File: src/rtl/circuito_pkg.sv
// circuito_pkg: shared types and constants for the circuitoD sweep sequencer.
package circuito_pkg;

   typedef enum logic [2:0] {
      IDLE,
      APPLY,
      SETTLE,
      CAPTURE,
      DONE
   } sweep_state_t;

   localparam int NUM_INPUTS  = 3;
   localparam int NUM_VECTORS = 8;

   typedef logic [NUM_INPUTS-1:0] vec_t;

   localparam vec_t LAST_VEC = vec_t'(NUM_VECTORS - 1);

endpackage

File: src/rtl/circuito_settle_timer.sv
// circuito_settle_timer: loadable down-counter that paces the settle window.
// Loads HOLD_CYCLES-1, counts down while enabled, flags zero.
module circuito_settle_timer
   import circuito_pkg::*;
#(
   parameter int HOLD_CYCLES = 4
) (
   input  logic clk_i,
   input  logic rst_i,
   input  logic load_i,
   input  logic en_i,
   output logic zero_o
);

   localparam int CW = $clog2(HOLD_CYCLES + 1);

   logic [CW-1:0] cnt_q;
   logic [CW-1:0] cnt_d;

   always_comb begin
      cnt_d = cnt_q;
      if (load_i) begin
         cnt_d = CW'(HOLD_CYCLES - 1);
      end else if (en_i && (cnt_q != '0)) begin
         cnt_d = cnt_q - CW'(1);
      end
   end

   always_ff @(posedge clk_i or posedge rst_i) begin
      if (rst_i) begin
         cnt_q <= '0;
      end else begin
         cnt_q <= cnt_d;
      end
   end

   assign zero_o = (cnt_q == '0);

endmodule

File: src/rtl/circuito_sweep_ctrl.sv
// circuito_sweep_ctrl: drives circuitoD through all 8 vectors and captures s1/s2.
// Define COMPARE_EN to check the captured tables against exp_s1/exp_s2.
module circuito_sweep_ctrl
   import circuito_pkg::*;
#(
   parameter int HOLD_CYCLES = 4
) (
   input  logic                   clk,
   input  logic                   rst,
   input  logic                   start,
   input  logic                   s1,
   input  logic                   s2,
   input  logic [NUM_VECTORS-1:0] exp_s1,
   input  logic [NUM_VECTORS-1:0] exp_s2,
   output logic                   a,
   output logic                   b,
   output logic                   c,
   output logic                   busy,
   output logic                   done,
   output logic [NUM_VECTORS-1:0] tt_s1,
   output logic [NUM_VECTORS-1:0] tt_s2,
   output logic                   pass
);

   if (HOLD_CYCLES < 1 || HOLD_CYCLES > 255) begin : g_bad_hold
      $error("HOLD_CYCLES must be in 1..255");
   end

   sweep_state_t           state_q;
   vec_t                   vec_q;
   logic                   busy_q;
   logic                   done_q;
   logic [NUM_VECTORS-1:0] tt_s1_q;
   logic [NUM_VECTORS-1:0] tt_s2_q;
   logic                   tmr_zero;

   circuito_settle_timer #(
      .HOLD_CYCLES(HOLD_CYCLES)
   ) u_timer (
      .clk_i (clk),
      .rst_i (rst),
      .load_i(state_q == APPLY),
      .en_i  (state_q == SETTLE),
      .zero_o(tmr_zero)
   );

   always_ff @(posedge clk or posedge rst) begin
      if (rst) begin
         state_q <= IDLE;
         vec_q   <= '0;
         busy_q  <= 1'b0;
         done_q  <= 1'b0;
         tt_s1_q <= '0;
         tt_s2_q <= '0;
      end else begin
         done_q <= 1'b0;
         unique case (state_q)
            IDLE: begin
               if (start) begin
                  state_q <= APPLY;
                  vec_q   <= '0;
                  tt_s1_q <= '0;
                  tt_s2_q <= '0;
                  busy_q  <= 1'b1;
               end
            end
            APPLY: begin
               state_q <= SETTLE;
            end
            SETTLE: begin
               if (tmr_zero) begin
                  state_q <= CAPTURE;
               end
            end
            CAPTURE: begin
               tt_s1_q[vec_q] <= s1;
               tt_s2_q[vec_q] <= s2;
               if (vec_q == LAST_VEC) begin
                  state_q <= DONE;
                  done_q  <= 1'b1;
               end else begin
                  vec_q   <= vec_q + vec_t'(1);
                  state_q <= APPLY;
               end
            end
            DONE: begin
               busy_q  <= 1'b0;
               state_q <= IDLE;
            end
            default: begin
               state_q <= IDLE;
            end
         endcase
      end
   end

   assign {a, b, c} = vec_q;
   assign busy      = busy_q;
   assign done      = done_q;
   assign tt_s1     = tt_s1_q;
   assign tt_s2     = tt_s2_q;

`ifdef COMPARE_EN
   logic pass_q;

   // Tables are final in DONE, so the compare sees the vector-7 capture.
   always_ff @(posedge clk or posedge rst) begin
      if (rst) begin
         pass_q <= 1'b0;
      end else if (state_q == IDLE && start) begin
         pass_q <= 1'b0;
      end else if (state_q == DONE) begin
         pass_q <= (tt_s1_q == exp_s1) && (tt_s2_q == exp_s2);
      end
   end

   assign pass = pass_q;
`else
   logic unused_exp;

   assign unused_exp = ^{exp_s1, exp_s2};
   assign pass       = 1'b0;
`endif

endmodule

File: config.mk
export PLATFORM = sky130hd
export DESIGN_NAME = circuito_sweep_ctrl
export DESIGN_NICKNAME = d
export VERILOG_FILES = /design/src/rtl/circuito_pkg.sv /design/src/rtl/circuito_settle_timer.sv /design/src/rtl/circuito_sweep_ctrl.sv
export SDC_FILE = /design/constraint.sdc
export NUM_CORES = 1
export LEC_CHECK = 0
export CAP_MARGIN = 5
export CORE_MARGIN = 2
export CORE_UTILIZATION = 45
export CTS_BUF_LIST = sky130_fd_sc_hd__clkbuf_4 sky130_fd_sc_hd__clkbuf_8 sky130_fd_sc_hd__clkbuf_16
export CTS_CLUSTER_DIAMETER = 100
export DETAILED_ROUTE_END_ITERATION = 10
export GPL_TIMING_DRIVEN = 0
export PLACE_DENSITY = 0.78
export SETUP_SLACK_MARGIN = 0.02
export SLEW_MARGIN = 30
export SYNTH_ARGS = -nofsm -noshare
export SYNTH_HDL_FRONTEND = slang
export SYNTH_SLANG_ARGS = --single-unit
File: constraint.sdc
create_clock -name clk -period 1.8 [get_ports clk]
set_input_delay 0.36 -clock clk [delete_from_list [all_inputs] [get_ports clk]]
set_output_delay 0.36 -clock clk [all_outputs]
set_load 0.02 [all_outputs]
Word-level counts from Yosys, hierarchy flattened
Cells that the tools add are included.
Operators by class
  reduce and logical (&&, ||, !) cells: 12
  add/subtract/negate cells: 2
  muxes and demuxes: 20
  $lt $le $gt $ge: 2
  eq/ne operators: 8
Operators with widths (number)
  8-bit one-hot mux with 2 select lines: 2
  3-bit 2-to-1 mux: 7
  8-bit bitwise mux: 2
  3-bit one-hot mux with 4 select lines: 1
  8-bit 2-to-1 mux: 1
  3-bit by 2-bit equality test with 1-bit output, second input constant: 2
  3-bit equality test, second input constant: 2
  3-bit logical NOT: 2
  2-bit inequality test, second input constant: 3
  3-bit one-hot mux with 2 select lines: 1
  2-bit AND reduction: 3
  2-bit nonzero test: 3
  3-bit by 4-bit < comparator with 1-bit output, second input constant: 1
  1-bit 2-to-1 mux: 4
  3-bit by 1-bit adder with 3-bit output, second input constant: 1
  1-bit demux with 3-bit select: 1
  3-bit by 1-bit equality test with 1-bit output, second input constant: 1
  3-bit by 1-bit >= comparator with 1-bit output, second input constant: 1
  3-bit AND reduction: 1
  3-bit nonzero test: 1
  3-bit by 1-bit subtractor with 3-bit output, second input constant: 1
  1-bit logical AND: 2
  1-bit one-hot mux with 2 select lines: 1
Word-level totals
  register bits after elaboration: 27
  word-level logic and storage cells: 51
  bits of input ports: 21
  output and inout bits: 22

Longest topological paths before layout
  depth in word-level cells: 6
  gate-level depth with buffers: 6
  mapped depth without buffers: 5

Hierarchy
From an unflattened synthesis, not the netlist that was laid out.
Unflattened totals
  cells, all modules: 120
  area total of the unflattened synthesis: 1342.5 um2
By module, submodules not included
  circuito_sweep_ctrl: seq. area each 600.6 um2, instances 1, cells each 102, area each 1156.1 um2
  circuito_settle_timer: seq. area each 75.1 um2, instances 1, cells each 18, area each 186.4 um2

Worst setup path after synthesis
OpenSTA, ideal clock, no wires.
  kind: reg-to-reg
  from: reg vec_q[1]
  to: reg vec_q[0]
  setup time: 0.079 ns
  buffers on the path: 0
  stages on the path, launching flop included: 6
  clock period less this slack: 1.681 ns
  data arrival time: 1.601 ns
  setup slack: 0.119 ns
  cell sequence: dfrtp_1 -> ha_1 -> ha_1 -> nand3b_1 -> a21oi_1 -> mux2i_1
On the way
  word-level cells in the longest chain between the ends: 3
Ends and longest elaborated chain
  from (decl): RTL line circuito_sweep_ctrl.sv:30  | vec_t vec_q;
  from (signal assigned): RTL line circuito_sweep_ctrl.sv:82  | vec_q <= vec_q + vec_t'(1);
  3-bit equality test: RTL line circuito_sweep_ctrl.sv:78  | if (vec_q == LAST_VEC) begin
  2-bit inequality test (no source line)
  3-bit AND reduction (no source line)
Every way passes these cells.
A chain may end at the register's enable or synchronous reset.

Worst setup path in the final report
  from: reg state_q[2]
  to: reg tt_s2_q[5] (netlist: tt_s2[5])
On the way
  word-level cells in the longest chain between the ends: 3
Ends and longest elaborated chain
  from (decl): RTL line circuito_sweep_ctrl.sv:29  | sweep_state_t state_q;
  from (signal assigned): RTL line circuito_sweep_ctrl.sv:49  | state_q <= IDLE;
  from (signal assigned): RTL line circuito_sweep_ctrl.sv:60  | state_q <= APPLY;
  from (signal assigned): RTL line circuito_sweep_ctrl.sv:68  | state_q <= SETTLE;
  3-bit by 2-bit equality test with 1-bit output / 3-bit logical NOT (equally long branches): RTL line circuito_sweep_ctrl.sv:57  | unique case (state_q)
  2-bit nonzero test (no source line) / 2-bit inequality test (equally long branches)
  2-bit AND reduction (no source line)
  to (signal assigned): RTL line circuito_sweep_ctrl.sv:54  | tt_s2_q <= '0;
  to (signal assigned): RTL line circuito_sweep_ctrl.sv:63  | tt_s2_q <= '0;
  to (signal, indexed assignment): RTL line circuito_sweep_ctrl.sv:77  | tt_s2_q[vec_q] <= s2;
  to (decl): RTL line circuito_sweep_ctrl.sv:34  | logic [NUM_VECTORS-1:0] tt_s2_q;
Several ways; a longest one is shown, not always the timed one.

==> impl_results.md <==
- Commonest cells after routing, fill and taps aside: dfrtp_1, clkdlybuf4s50_1, inv_1
- Synthesized cell area: 0.00133 mm^2
- Crit. End Element: flop
- Longest Clk Path Bufs: 2
- Minimum clock period: 1.72 ns
- Total grt overflow: 0
- Synth Warn #: 0
- Crit. path cell count: 5
- Post-synth cell types: 29
- Max VDD drop: 0.883 mV
- Post-route ant nets: 0
- Row count: 19
- Die W: 58.4 um
- Clk slew on worst S/H paths: 0.15 ns
- Worst-Margin Slew: 0.560 ns
- Number of H-tree levels: 1
- CP Launch Type: flop
- Slew HR: 0.626
- RSZ-0062 raised after global routing: no
- Top delay family on crit path: simple AND/OR/NAND/NOR gates
- Vias in the first global route: approximately 1100
- Post-synth EDFFs: 0
- Worst path bufs/invs: 2
- Leak pwr: 0.000751 uW
- Worst-Skew Late Latency: 0.33 ns
- Yosys reg bits: 27
- Setup TNS: 0 ns
- Critical path class: reg2reg
- Hold_buf cts: 0
- Final setup viols: 0
- DRC: 0
- Worst Path Required: 2.02 ns
- Post-DP HPWL: 1840 um
- Skew final: 0.0151 ns
- Fin. Hold Viols: 0
- Vias post-DR: 1016
- Sequential cell area fraction in the yosys report: 0.507
- First-pass GRT wire length: 4710 um
- Detailed Route WL: about 2700 um
- Fin. max-slew vios: 0
- Period utilisation layout: 0.955
- Flop2flop setup slack: roughly 0.082 ns
- Class of the worst hold path: in2async
- Worst hold slack: 0.378 ns
- Starting Density: 0.480
- CTS tree: done
- Synth Net Count: 147
- Sink Count: 27
- Antenna violations before repair: 0
- CTS buffer count: 3
- Max incr delay on CP: 0.50 ns
- Nets: 180
- Crit path max fanout: 10
- Via density: 5.49
- Die area: 0.00342 mm^2
- Mapped Cells: 122
- R2R depth: 5
- Critical Path, Cell by Cell: buf_6 > or4b_1 > buf_6 > mux2_2 > o2bb2ai_1
- Most common library cell in the layout ignoring fill and taps: dfrtp_1
- Core Region: 0.00278 mm^2
- Async SR Flop Fraction: 1.00
- Clk root buf: clkbuf_4
- N_diodes: 0
- Status: complete, no violations
- Maxcap violations: 0
- Syn_area_per_cell: 10.9 um^2
- Layout area overhead: 27.3%
- Die Y: 58.4 um
- Largest net degree at the start of global routing: 28
- Pwr Total: approximately 2300 uW
- DR iter-0 viols: 13
- Pwr dens: about 1400 mW/mm^2
- CP max-delay cell: or4b_1
- Port Buffers: 25
- WP data arrival: 1.93 ns
- Num ports: 43
- Layout cell share with drive strength beyond 1: 0.188
- Top FF cell, synth: dfrtp_1
- Gr usage total: 0.179
- Post-Layout Cell Count: around 190
- DP Cell Count: approximately 180
- GP Congestion: slightly below 0.8
- CP most frequent cell: buf_6
- Drt first pass iters: 4
- Fmax: between 500 and 600 MHz
- Average wire per standard cell: about 15 um
[synth_stat cells, drive strengths merged (2+ instances only)]
library cell,count,share of area
nor2,4,0.011
o2bb2ai,8,0.053
nand2,6,0.017
ha,4,0.038
buf,6,0.029
or3b,4,0.026
and2,2,0.0094
mux2i,10,0.075
o22ai,9,0.042
nand3b,4,0.023
a21oi,5,0.019
dfrtp,27,0.51
inv,16,0.045
mux2,4,0.034
[metal layers]
| metal | track usage | share of wire | up-vias |
|---|---|---|---|
| met1 | 0.229 | 0.45 | 493 |
| met2 | 0.287 | 0.49 | 27 |
| li1 | - | - | 489 |
| met3 | 0.0484 | 0.047 | 7 |
| met5 | 0 | 0 | - |
| met4 | 0.0764 | 0.013 | 0 |
[sequential cells by signal (all words and copies together) (netlist names)]
signal / flops
busy: 1
done: 1
state_q: 3
tt_s1: 8
tt_s2: 8
u_timer.cnt_q: 3
vec_q: 3
[stage by stage]
stage	util	instance area, um^2	setup WS, ns
3_5_place_dp	0.583	1620	-0.279
3_3_place_gp	0.583	1620	-0.277
5_1_grt	0.610	1700	0.0289
2_1_floorplan	-	1330	0.119
6_report	0.610	1700	0.0817
4_1_cts	0.596	1660	0.0720
[cells by family (layout without fill, tap and decap cells)]
group | count (synthesis) | after routing | share of synthesized area
xor+xnor | 1 | 1 | 0.00657
other cells | 1 | 1 | 0.00281
flops | 27 | 27 | 0.507
fa+ha+maj | 4 | 4 | 0.0375
mux | 14 | 14 | 0.109
simple gates | 29 | 29 | 0.135
compound gates | 23 | 23 | 0.125
buf+inv | 23 | 55 | 0.0779
[where the power goes]
group	internal (uW)	switching, uW	leakage, uW
Clock	102	181	0.0000184
Combinational	556	623	0.000382
Sequential	748	99.5	0.000350
Total	1410	903	0.000751
[final cells by class]
cell class	count	area, um^2
well taps	31	38.8
multi-input cells	72	568
repair buffers	28	269
fillers	239	1080
inverters	16	60.1
plain buffers	7	52.6
clock buffers	4	30.0
flip-flops and latches	27	679
[timing repair]
action                                  CTS  global route
cloned                                    0             0
setup buffers                             0             3
gates resized for setup                   7             8
endpoints found under the setup margin    6            17
[path summary, 6_finish.rpt]
| kind | start | to |
|---|---|---|
| max in group asynchronous | rst | vec_q[1]$_DFFE_PP0P_ |
| max | state_q[2]$_DFFE_PP0P_ | tt_s2[5]$_DFFE_PP0P_ |
| min | rst | u_timer.cnt_q[2]$_DFFE_PP0P_ |
| max reg2reg | state_q[2]$_DFFE_PP0P_ | tt_s2[5]$_DFFE_PP0P_ |
| min in group clk | u_timer.cnt_q[0]$_DFFE_PP0P_ | u_timer.cnt_q[0]$_DFFE_PP0P_ |
| min reg2reg | u_timer.cnt_q[0]$_DFFE_PP0P_ | u_timer.cnt_q[0]$_DFFE_PP0P_ |
Note: power is estimated with default switching activity, not from simulation.
